===== config.mk =====
export PLATFORM = sky130hd
export DESIGN_NAME = turbo_encoder
export DESIGN_NICKNAME = d
export VERILOG_FILES = /design/src/rtl/turbo_encoder.sv
export SDC_FILE = /design/constraint.sdc
export NUM_CORES = 1
export LEC_CHECK = 0
export ABC_CLOCK_PERIOD_IN_PS = 4300
export CAP_MARGIN = 30
export CORE_UTILIZATION = 40
export DETAILED_ROUTE_END_ITERATION = 16
export GPL_TIMING_DRIVEN = 0
export SLEW_MARGIN = 40
export SYNTH_ARGS = -nofsm -noshare
export SYNTH_HDL_FRONTEND = slang
export SYNTH_SLANG_ARGS = --single-unit

===== constraint.sdc =====
create_clock -name clk_p_i -period 4.3 [get_ports clk_p_i]
set_input_delay 0.645 -clock clk_p_i [delete_from_list [all_inputs] [get_ports clk_p_i]]
set_output_delay 0.645 -clock clk_p_i [all_outputs]
set_load 0.02 [all_outputs]

===== src/rtl/turbo_encoder.sv =====
// Rate-1/3 turbo encoder: two memory-2 RSC encoders (1+D+D^2 feedback, 1+D^2 feedforward)
// run bit-serially over a 5-bit block with a fixed interleaver, each terminated by 2 tail steps.
module turbo_encoder (
  input  logic        clk_p_i,
  input  logic        reset_n_i,
  input  logic [4:0]  info_i,
  input  logic        in_valid_i,
  output logic        in_ready_o,
  output logic [20:0] data_o,
  output logic        out_valid_o,
  input  logic        out_ready_i
);

  localparam int unsigned INPUT_SIZE  = 5;
  localparam int unsigned EXTEND_SIZE = INPUT_SIZE + 2;
  localparam int unsigned BLOCK_SIZE  = 3 * EXTEND_SIZE;
  localparam int unsigned K_W         = 3;

  typedef enum logic [1:0] {
    S_IDLE = 2'd0,
    S_ENC  = 2'd1,
    S_TAIL = 2'd2,
    S_OUT  = 2'd3
  } state_t;

  state_t                  r_state;
  state_t                  w_state_nx;
  logic [K_W-1:0]          r_k;
  logic [INPUT_SIZE-1:0]   r_info;
  logic                    r_s1a, r_s2a, r_s1b, r_s2b;
  logic [EXTEND_SIZE-1:0]  r_sys, r_par1, r_par2;
  logic [BLOCK_SIZE-1:0]   r_data;
  logic                    r_in_ready;
  logic                    r_out_valid;

  logic                    w_accept, w_step;
  logic                    w_u1, w_u2, w_a1, w_a2, w_p1, w_p2;
  logic [EXTEND_SIZE-1:0]  w_sys_full, w_par1_full, w_par2_full;

  // Next state, encoder inputs (info order for RSC1, interleaved order for RSC2) and step outputs
  always_comb begin
    w_state_nx  = r_state;
    w_accept    = 1'b0;
    w_step      = 1'b0;
    w_u1        = 1'b0;
    w_u2        = 1'b0;
    case (r_state)
      S_IDLE: begin
        if (in_valid_i) begin
          w_accept   = 1'b1;
          w_state_nx = S_ENC;
        end
      end
      S_ENC: begin
        w_step = 1'b1;
        case (r_k)
          3'd0:    begin w_u1 = r_info[0]; w_u2 = r_info[0]; end
          3'd1:    begin w_u1 = r_info[1]; w_u2 = r_info[3]; end
          3'd2:    begin w_u1 = r_info[2]; w_u2 = r_info[1]; end
          3'd3:    begin w_u1 = r_info[3]; w_u2 = r_info[4]; end
          3'd4:    begin w_u1 = r_info[4]; w_u2 = r_info[2]; end
          default: begin w_u1 = 1'b0;      w_u2 = 1'b0;      end
        endcase
        if (r_k == K_W'(INPUT_SIZE - 1)) w_state_nx = S_TAIL;
      end
      S_TAIL: begin
        w_step = 1'b1;
        // Tail input cancels the feedback so each trellis returns to zero
        w_u1   = r_s1a ^ r_s2a;
        w_u2   = r_s1b ^ r_s2b;
        if (r_k == K_W'(EXTEND_SIZE - 1)) w_state_nx = S_OUT;
      end
      S_OUT: begin
        if (out_ready_i) w_state_nx = S_IDLE;
      end
      default: w_state_nx = S_IDLE;
    endcase

    w_a1 = w_u1 ^ r_s1a ^ r_s2a;
    w_a2 = w_u2 ^ r_s1b ^ r_s2b;
    w_p1 = w_a1 ^ r_s2a;
    w_p2 = w_a2 ^ r_s2b;

    w_sys_full       = r_sys;
    w_par1_full      = r_par1;
    w_par2_full      = r_par2;
    w_sys_full[r_k]  = w_u1;
    w_par1_full[r_k] = w_p1;
    w_par2_full[r_k] = w_p2;
  end

  // State, trellis registers and the output word, captured only when the last tail step completes
  always_ff @(posedge clk_p_i or negedge reset_n_i) begin
    if (!reset_n_i) begin
      r_state     <= S_IDLE;
      r_k         <= '0;
      r_info      <= '0;
      r_s1a       <= 1'b0;
      r_s2a       <= 1'b0;
      r_s1b       <= 1'b0;
      r_s2b       <= 1'b0;
      r_sys       <= '0;
      r_par1      <= '0;
      r_par2      <= '0;
      r_data      <= '0;
      r_in_ready  <= 1'b1;
      r_out_valid <= 1'b0;
    end else begin
      r_state     <= w_state_nx;
      r_in_ready  <= (w_state_nx == S_IDLE);
      r_out_valid <= (w_state_nx == S_OUT);
      if (w_accept) begin
        r_info <= info_i;
        r_k    <= '0;
        r_s1a  <= 1'b0;
        r_s2a  <= 1'b0;
        r_s1b  <= 1'b0;
        r_s2b  <= 1'b0;
        r_sys  <= '0;
        r_par1 <= '0;
        r_par2 <= '0;
      end else if (w_step) begin
        r_k    <= r_k + K_W'(1);
        r_s1a  <= w_a1;
        r_s2a  <= r_s1a;
        r_s1b  <= w_a2;
        r_s2b  <= r_s1b;
        r_sys  <= w_sys_full;
        r_par1 <= w_par1_full;
        r_par2 <= w_par2_full;
        if (w_state_nx == S_OUT) r_data <= {w_sys_full, w_par1_full, w_par2_full};
      end
    end
  end

  assign in_ready_o  = r_in_ready;
  assign out_valid_o = r_out_valid;
  assign data_o      = r_data;

endmodule


## Word-level counts from Yosys, hierarchy flattened

Index checks and enable logic that the tools add are counted.

| cells by class | value |
|---|---|
| add/sub/neg operators | 1 |
| multiply operators | 0 |
| divide/modulo/power cells | 0 |
| $lt $le $gt $ge | 2 |
| equal/unequal tests | 9 |
| shift-type cells | 0 |
| muxes and demuxes | 33 |
| bitwise gates (word level) | 9 |
| reduce and logical (&&, ||, !) cells | 7 |

Operators by type and width:

| kind | number |
|---|---|
| two-way mux 7 bit | 6 |
| bitwise mux 7 bit | 3 |
| two-way mux 1 bit | 12 |
| case mux 1 bit (5 select lines) | 2 |
| two-way mux 2 bit | 4 |
| case mux 2 bit (4 select lines) | 1 |
| bitwise XOR 1 bit | 8 |
| == test 2 bit, second input constant | 3 |
| == test 3 x 2 -> 1 bit, second input constant | 2 |
| == test 3 bit, second input constant | 2 |
| two-way mux 3 bit | 2 |
| zero test 2 bit | 2 |
| < comparator 3 x 4 -> 1 bit, second input constant | 1 |
| case mux 1 bit (2 select lines) | 2 |
| adder 3 x 1 -> 3 bit, second input constant | 1 |
| demux 1 bit (select 3 bit) | 1 |
| == test 3 x 1 -> 1 bit, second input constant | 1 |
| greater-or-equal comparator 3 x 1 -> 1 bit, second input constant | 1 |
| zero test 3 bit | 1 |
| AND reduction 3 bit | 1 |
| == test 2 x 1 -> 1 bit, second input constant | 1 |
| nonzero test 2 bit | 1 |
| OR reduction 2 bit | 1 |
| logical AND 1 bit | 1 |
| NOT 1 bit | 1 |

| word-level totals | value |
|---|---|
| register bits after elaboration | 58 |
| latch bits | 0 |
| bits in writable memories | 0 |
| ROM bits | 0 |
| input port bits | 9 |
| output and inout bits | 23 |
| word-level logic and storage cells | 74 |
| memories | 0 |

## Longest topological paths before layout

| depth | value |
|---|---|
| depth in word-level cells | 9 |
| depth in mapped cells | 10 |
| gate-level depth less buffers | 8 |

## Worst setup path before layout

No wires, ideal clock.

| timing | value |
|---|---|
| kind | reg-to-reg |
| from | register r_k[1] |
| to | register r_par2[0] |
| library setup time | 0.136 ns |
| arrival | 2.135 ns |
| data required time | 4.164 ns |
| slack | 2.029 ns |
| cell stages (with the launch flop) | 11 |
| buffers on the path | 2 |
| clock period less this slack | 2.271 ns |
| cell sequence | dfrtp_1 -> clkbuf_1 -> inv_1 -> ha_1 -> a22oi_1 -> o21ai_0 -> a2111oi_0 -> nor3b_2 -> buf_4 -> nand3_1 -> a21oi_1 |

| on the way | value |
|---|---|
| cells in the longest elaborated chain, start to end | 9 |
| elaborated cells between the ends (all ways) | 18 |
| those cells by class | order compare: 2; eq/ne: 4; mux: 7; bitwise: 3; reduce/logical: 2 |

RTL lines:

| item | RTL line | RTL |
|---|---|---|
| from (decl) | 28 | `logic [K_W-1:0] r_k;` |
| from (signal assigned) | 123 | `r_k <= r_k + K_W'(1);` |
| == test 3 bit, or another cell as far along | 56 | `case (r_k)` |
| case mux 1 bit (5 select lines) | 56 |  |
| case mux 1 bit (2 select lines) | 47 | `case (r_state)` |
| bitwise XOR 1 bit (2 in series) | 80 | `w_a2 = w_u2 ^ r_s1b ^ r_s2b;` |
| bitwise XOR 1 bit | 82 | `w_p2 = w_a2 ^ r_s2b;` |
| bitwise mux 7 bit * | 89 | `w_par2_full[r_k] = w_p2;` |
| two-way mux 7 bit * | 122 | `end else if (w_step) begin` |
| two-way mux 7 bit * | 112 | `if (w_accept) begin` |
| to (signal assigned) | 130 | `r_par2 <= w_par2_full;` |
| to (decl) | 31 | `logic [EXTEND_SIZE-1:0] r_sys, r_par1, r_par2;` |

Every way passes the cells marked *; elsewhere a longest branch is shown, timed or not. The select of a mux whose other input is x is not followed.
A chain may end at the register's enable or synchronous reset.

## Worst setup path after layout

| timing | value |
|---|---|
| from | register r_k[1] |
| to | register r_par1[5] |

| on the way | value |
|---|---|
| cells in the longest elaborated chain, start to end | 9 |
| elaborated cells between the ends (all ways) | 18 |
| those cells by class | order compare: 2; eq/ne: 4; mux: 7; bitwise: 3; reduce/logical: 2 |

RTL lines:

| item | RTL line | RTL |
|---|---|---|
| == test 3 bit, or another cell as far along | 56 |  |
| case mux 1 bit (5 select lines) | 56 |  |
| case mux 1 bit (2 select lines) | 47 |  |
| bitwise XOR 1 bit (2 in series) | 79 | `w_a1 = w_u1 ^ r_s1a ^ r_s2a;` |
| bitwise XOR 1 bit | 81 | `w_p1 = w_a1 ^ r_s2a;` |
| bitwise mux 7 bit * | 88 | `w_par1_full[r_k] = w_p1;` |
| two-way mux 7 bit * | 122 |  |
| two-way mux 7 bit * | 112 |  |
| to (signal assigned) | 129 | `r_par1 <= w_par1_full;` |
| to (decl) | 31 |  |

Marks and branches as above.

==> key figures <==
Floorplan
  – Row count: 30
  – Chip Height: 87.9 um
  – Die width: 87.9 um
  – Die area: 0.00772 mm^2
  – Core ar.: 0.00694 mm^2
  – IO Count: 32
  – Initial core utilization: 0.425

Synthesis
  – EDFF count, synth: 0
  – Post-Syn Area per Cell: 9.42 um^2
  – Netlist Area Pre-Place: 0.00295 mm^2
  – Largest family of logic cells by synthesized area: simple AND/OR/NAND/NOR gates
  – Synth Area in XOR/XNOR: 0.0144
  – Post-synthesis mux area share: 0.0776
  – Distinct cells, synth: 46
  – Syn. warnings: 0
  – Syn nets: 332
  – Ys flop type: dfrtp_1
  – Compound-Gate Fraction of Synth Area: 0.151
  – Synth Area in Adders: 0.0424
  – FF+latch count, synth: 58
  – Ys async rst share: 1.00
  – Simple-Gate Fraction of Synth Area: 0.179
  – Seq/Total Area, Yosys: 0.493
  – Cells after Synth: 313

Clock tree
  – # clock sinks: 58
  – CTS max path bufs: 2
  – Clock transition at path regs: 0.07 ns
  – H-tree levels: 3
  – CTS tree: done
  – CTS hold repair buffers: 0
  – CTS root buf: clkbuf_8
  – Setup bufs post-CTS: 0
  – CTS buffer count: 9
  – Skew-Pair Late Insertion Delay: 0.34 ns
  – Post-CTS sizing: 0

STA
  – Min cycle time layout: 2.76 ns
  – Slew Limit Headroom: 0.550
  – Fin Setup TNS: 0 ns
  – Final Hold Vio Count: 0
  – Setup-failing EPs final: 0
  – Final period util: 0.641
  – Setup Skew: 0.00808 ns
  – Max-slew violation count: 0
  – RSZ-0062 raised after global routing: false
  – Setup WS post-layout: 1.54 ns
  – Max Clock Freq: 0.363 GHz
  – Slew @ Worst Pin: 0.670 ns

Drt
  – Routed Antenna Nets: 0
  – 1st-pass router iterations: 4
  – Final WL: 6740 um
  – Detailed-route via count: 2,340
  – Iter 0 DRT Violations: 121
  – Routed len/inst: 14.7 um
  – Post-DR vias/cell: 5.12
  – DRC Markers: 0

Placed design
  – # placed instances: 441
  – Dpl ws: 1.52 ns
  – PortBufs: 31
  – Post-detail-place hpwl: 4690 um
  – Placed Area: 0.00340 mm^2
  – Final RePlAce weighted congestion: 0.883

Power and ir drop
  – Power density of the placed cells: 747 mW/mm^2
  – Leakage: 0.00154 uW
  – Peak supply drop: 236 uV
  – Total Power: 2690 uW

Critical path
  – Critical-path cell list: clkbuf_1 > inv_1 > ha_1 > nor2_1 > a21oi_1 > o221a_4 > xor2_2 > buf_4 > nor2_1 > nor3_1
  – Critical path peak fanout: 10
  – WS Path Type: reg -> reg
  – Crit-path leading delay family: buffers and inverters
  – Crit. End Element: flip-flop
  – Req. time, crit path: 4.54 ns
  – Crit-path max cell delay: 0.37 ns
  – Crit path depth: 10
  – Crit path buf inv count: 3
  – Slowest CP cell: dfrtp_1
  – Most used cell, CP: nor2_1
  – Cell count of the worst reg-to-reg path: 10
  – Arr. time, crit path: 3.00 ns
  – CP Launch Type: flip-flop

Run
  – Max-Cap Viols: 0

Min path
  – Hold Crit Class: in -> async

Cells and area
  – Fin nets: 375
  – ANT cells: 0
  – Post-route cell area: 0.00361 mm^2
  – Layout cells sized above 1: 0.116
  – Area growth from synthesis to layout: 22.3%
  – Layout Cells excl Fill: 457

Outcome
  – Status: completed

Global route
  – First-pass GRT wire length: 11,700 um
  – Tot GR Track Use: 0.201
  – Vias in the first global route: 2,304
  – Initial antenna violation count: 0
  – Total congestion overflow: 0
  – Largest net degree at the start of global routing: 39
kinds of logic (layout without fill, tap and decap cells):
family | count (synthesis) | in the layout
AOI/OAI and AO/OA | 74 | 74
xor gates and xnor gates | 4 | 4
adders and majority gates | 10 | 10
buffers and inverters | 27 | 75
DFF | 58 | 58
muxes | 22 | 22
and+or+nand+nor | 118 | 118
cell usage in the layout (no fill, tap or decap), types with 11 or more instances in the layout:
cell,n
clkdlybuf4s50_1,30
nor2_1,37
mux2i_1,15
o21ai_0,14
nor3_1,11
a21oi_1,32
dfrtp_1,57
nand2_1,43
routing by layer:
layer	vias to the layer above	wire [um]	global-route usage
met5	-	0	0
met4	0	91	0.0671
met3	9	240	0.0424
met2	46	3050	0.310
met1	1116	3350	0.281
li1	1169	-	-
final cells by class:
class	instances	area (um^2)
well taps	96	120
inverters	10	37.5
fillers	646	3340
clock inverters	6	66.3
clock buffers	10	138
repair buffers	32	328
plain buffers	17	88.8
multi-input cells	228	1380
flip-flops and latches	58	1450
report_power, final:
part	switching [uW]	internal, uW
sequential	118	733
combinational	801	527
clock	231	283
per-stage QoR:
stage	hold slack [ns]	utilization
finish	0.179	0.519
global route	0.195	0.519
CTS	0.183	0.519
detailed placement	0.473	0.489
global placement	0.468	0.487
floorplan	0.349	-
state kept, by name (all words and copies together), names as in the netlist:
name         flops
r_k              3
r_s1a            1
r_s1b            1
r_state          2
r_s2b            1
r_s2a            1
out_valid_o      1
r_sys            7
r_info           5
r_par2           7
in_ready_o       1
r_par1           7
data_o          21
final timing paths:
path                                        startpoint                     end  slack (ns)
worst min register to register  data_o[19]$_DFFE_PN0P_  data_o[19]$_DFFE_PN0P_        0.48
worst max register to register      r_k[1]$_DFFE_PN0P_   r_par1[5]$_DFFE_PN0P_        1.54
worst max-delay path                r_k[1]$_DFFE_PN0P_   r_par1[5]$_DFFE_PN0P_        1.54
worst min-delay path                         reset_n_i       r_s2a$_DFFE_PN0P_        0.18
min in group clk_p_i            data_o[19]$_DFFE_PN0P_  data_o[19]$_DFFE_PN0P_        0.48
max in group asynchronous                    reset_n_i    in_ready_o$_DFF_PN1_        3.57
Yosys cell counts (5+ instances only):
cell      number  area (um^2)
nor3_1        12         60.1
mux2i_1       15          150
mux2_2         5         56.3
nand3_1       10         50.1
o21ai_0       14         70.1
inv_1          8         30.0
clkbuf_1       6         22.5
ha_1          10          125
dfrtp_1       57         1430
a21oi_1       32          160
a31oi_1        6         37.5
a22oi_1        5         37.5
buf_2          5         25.0
nor2_1        37          139
nand2_1       43          161
Note: power is estimated with default switching activity, not from simulation.
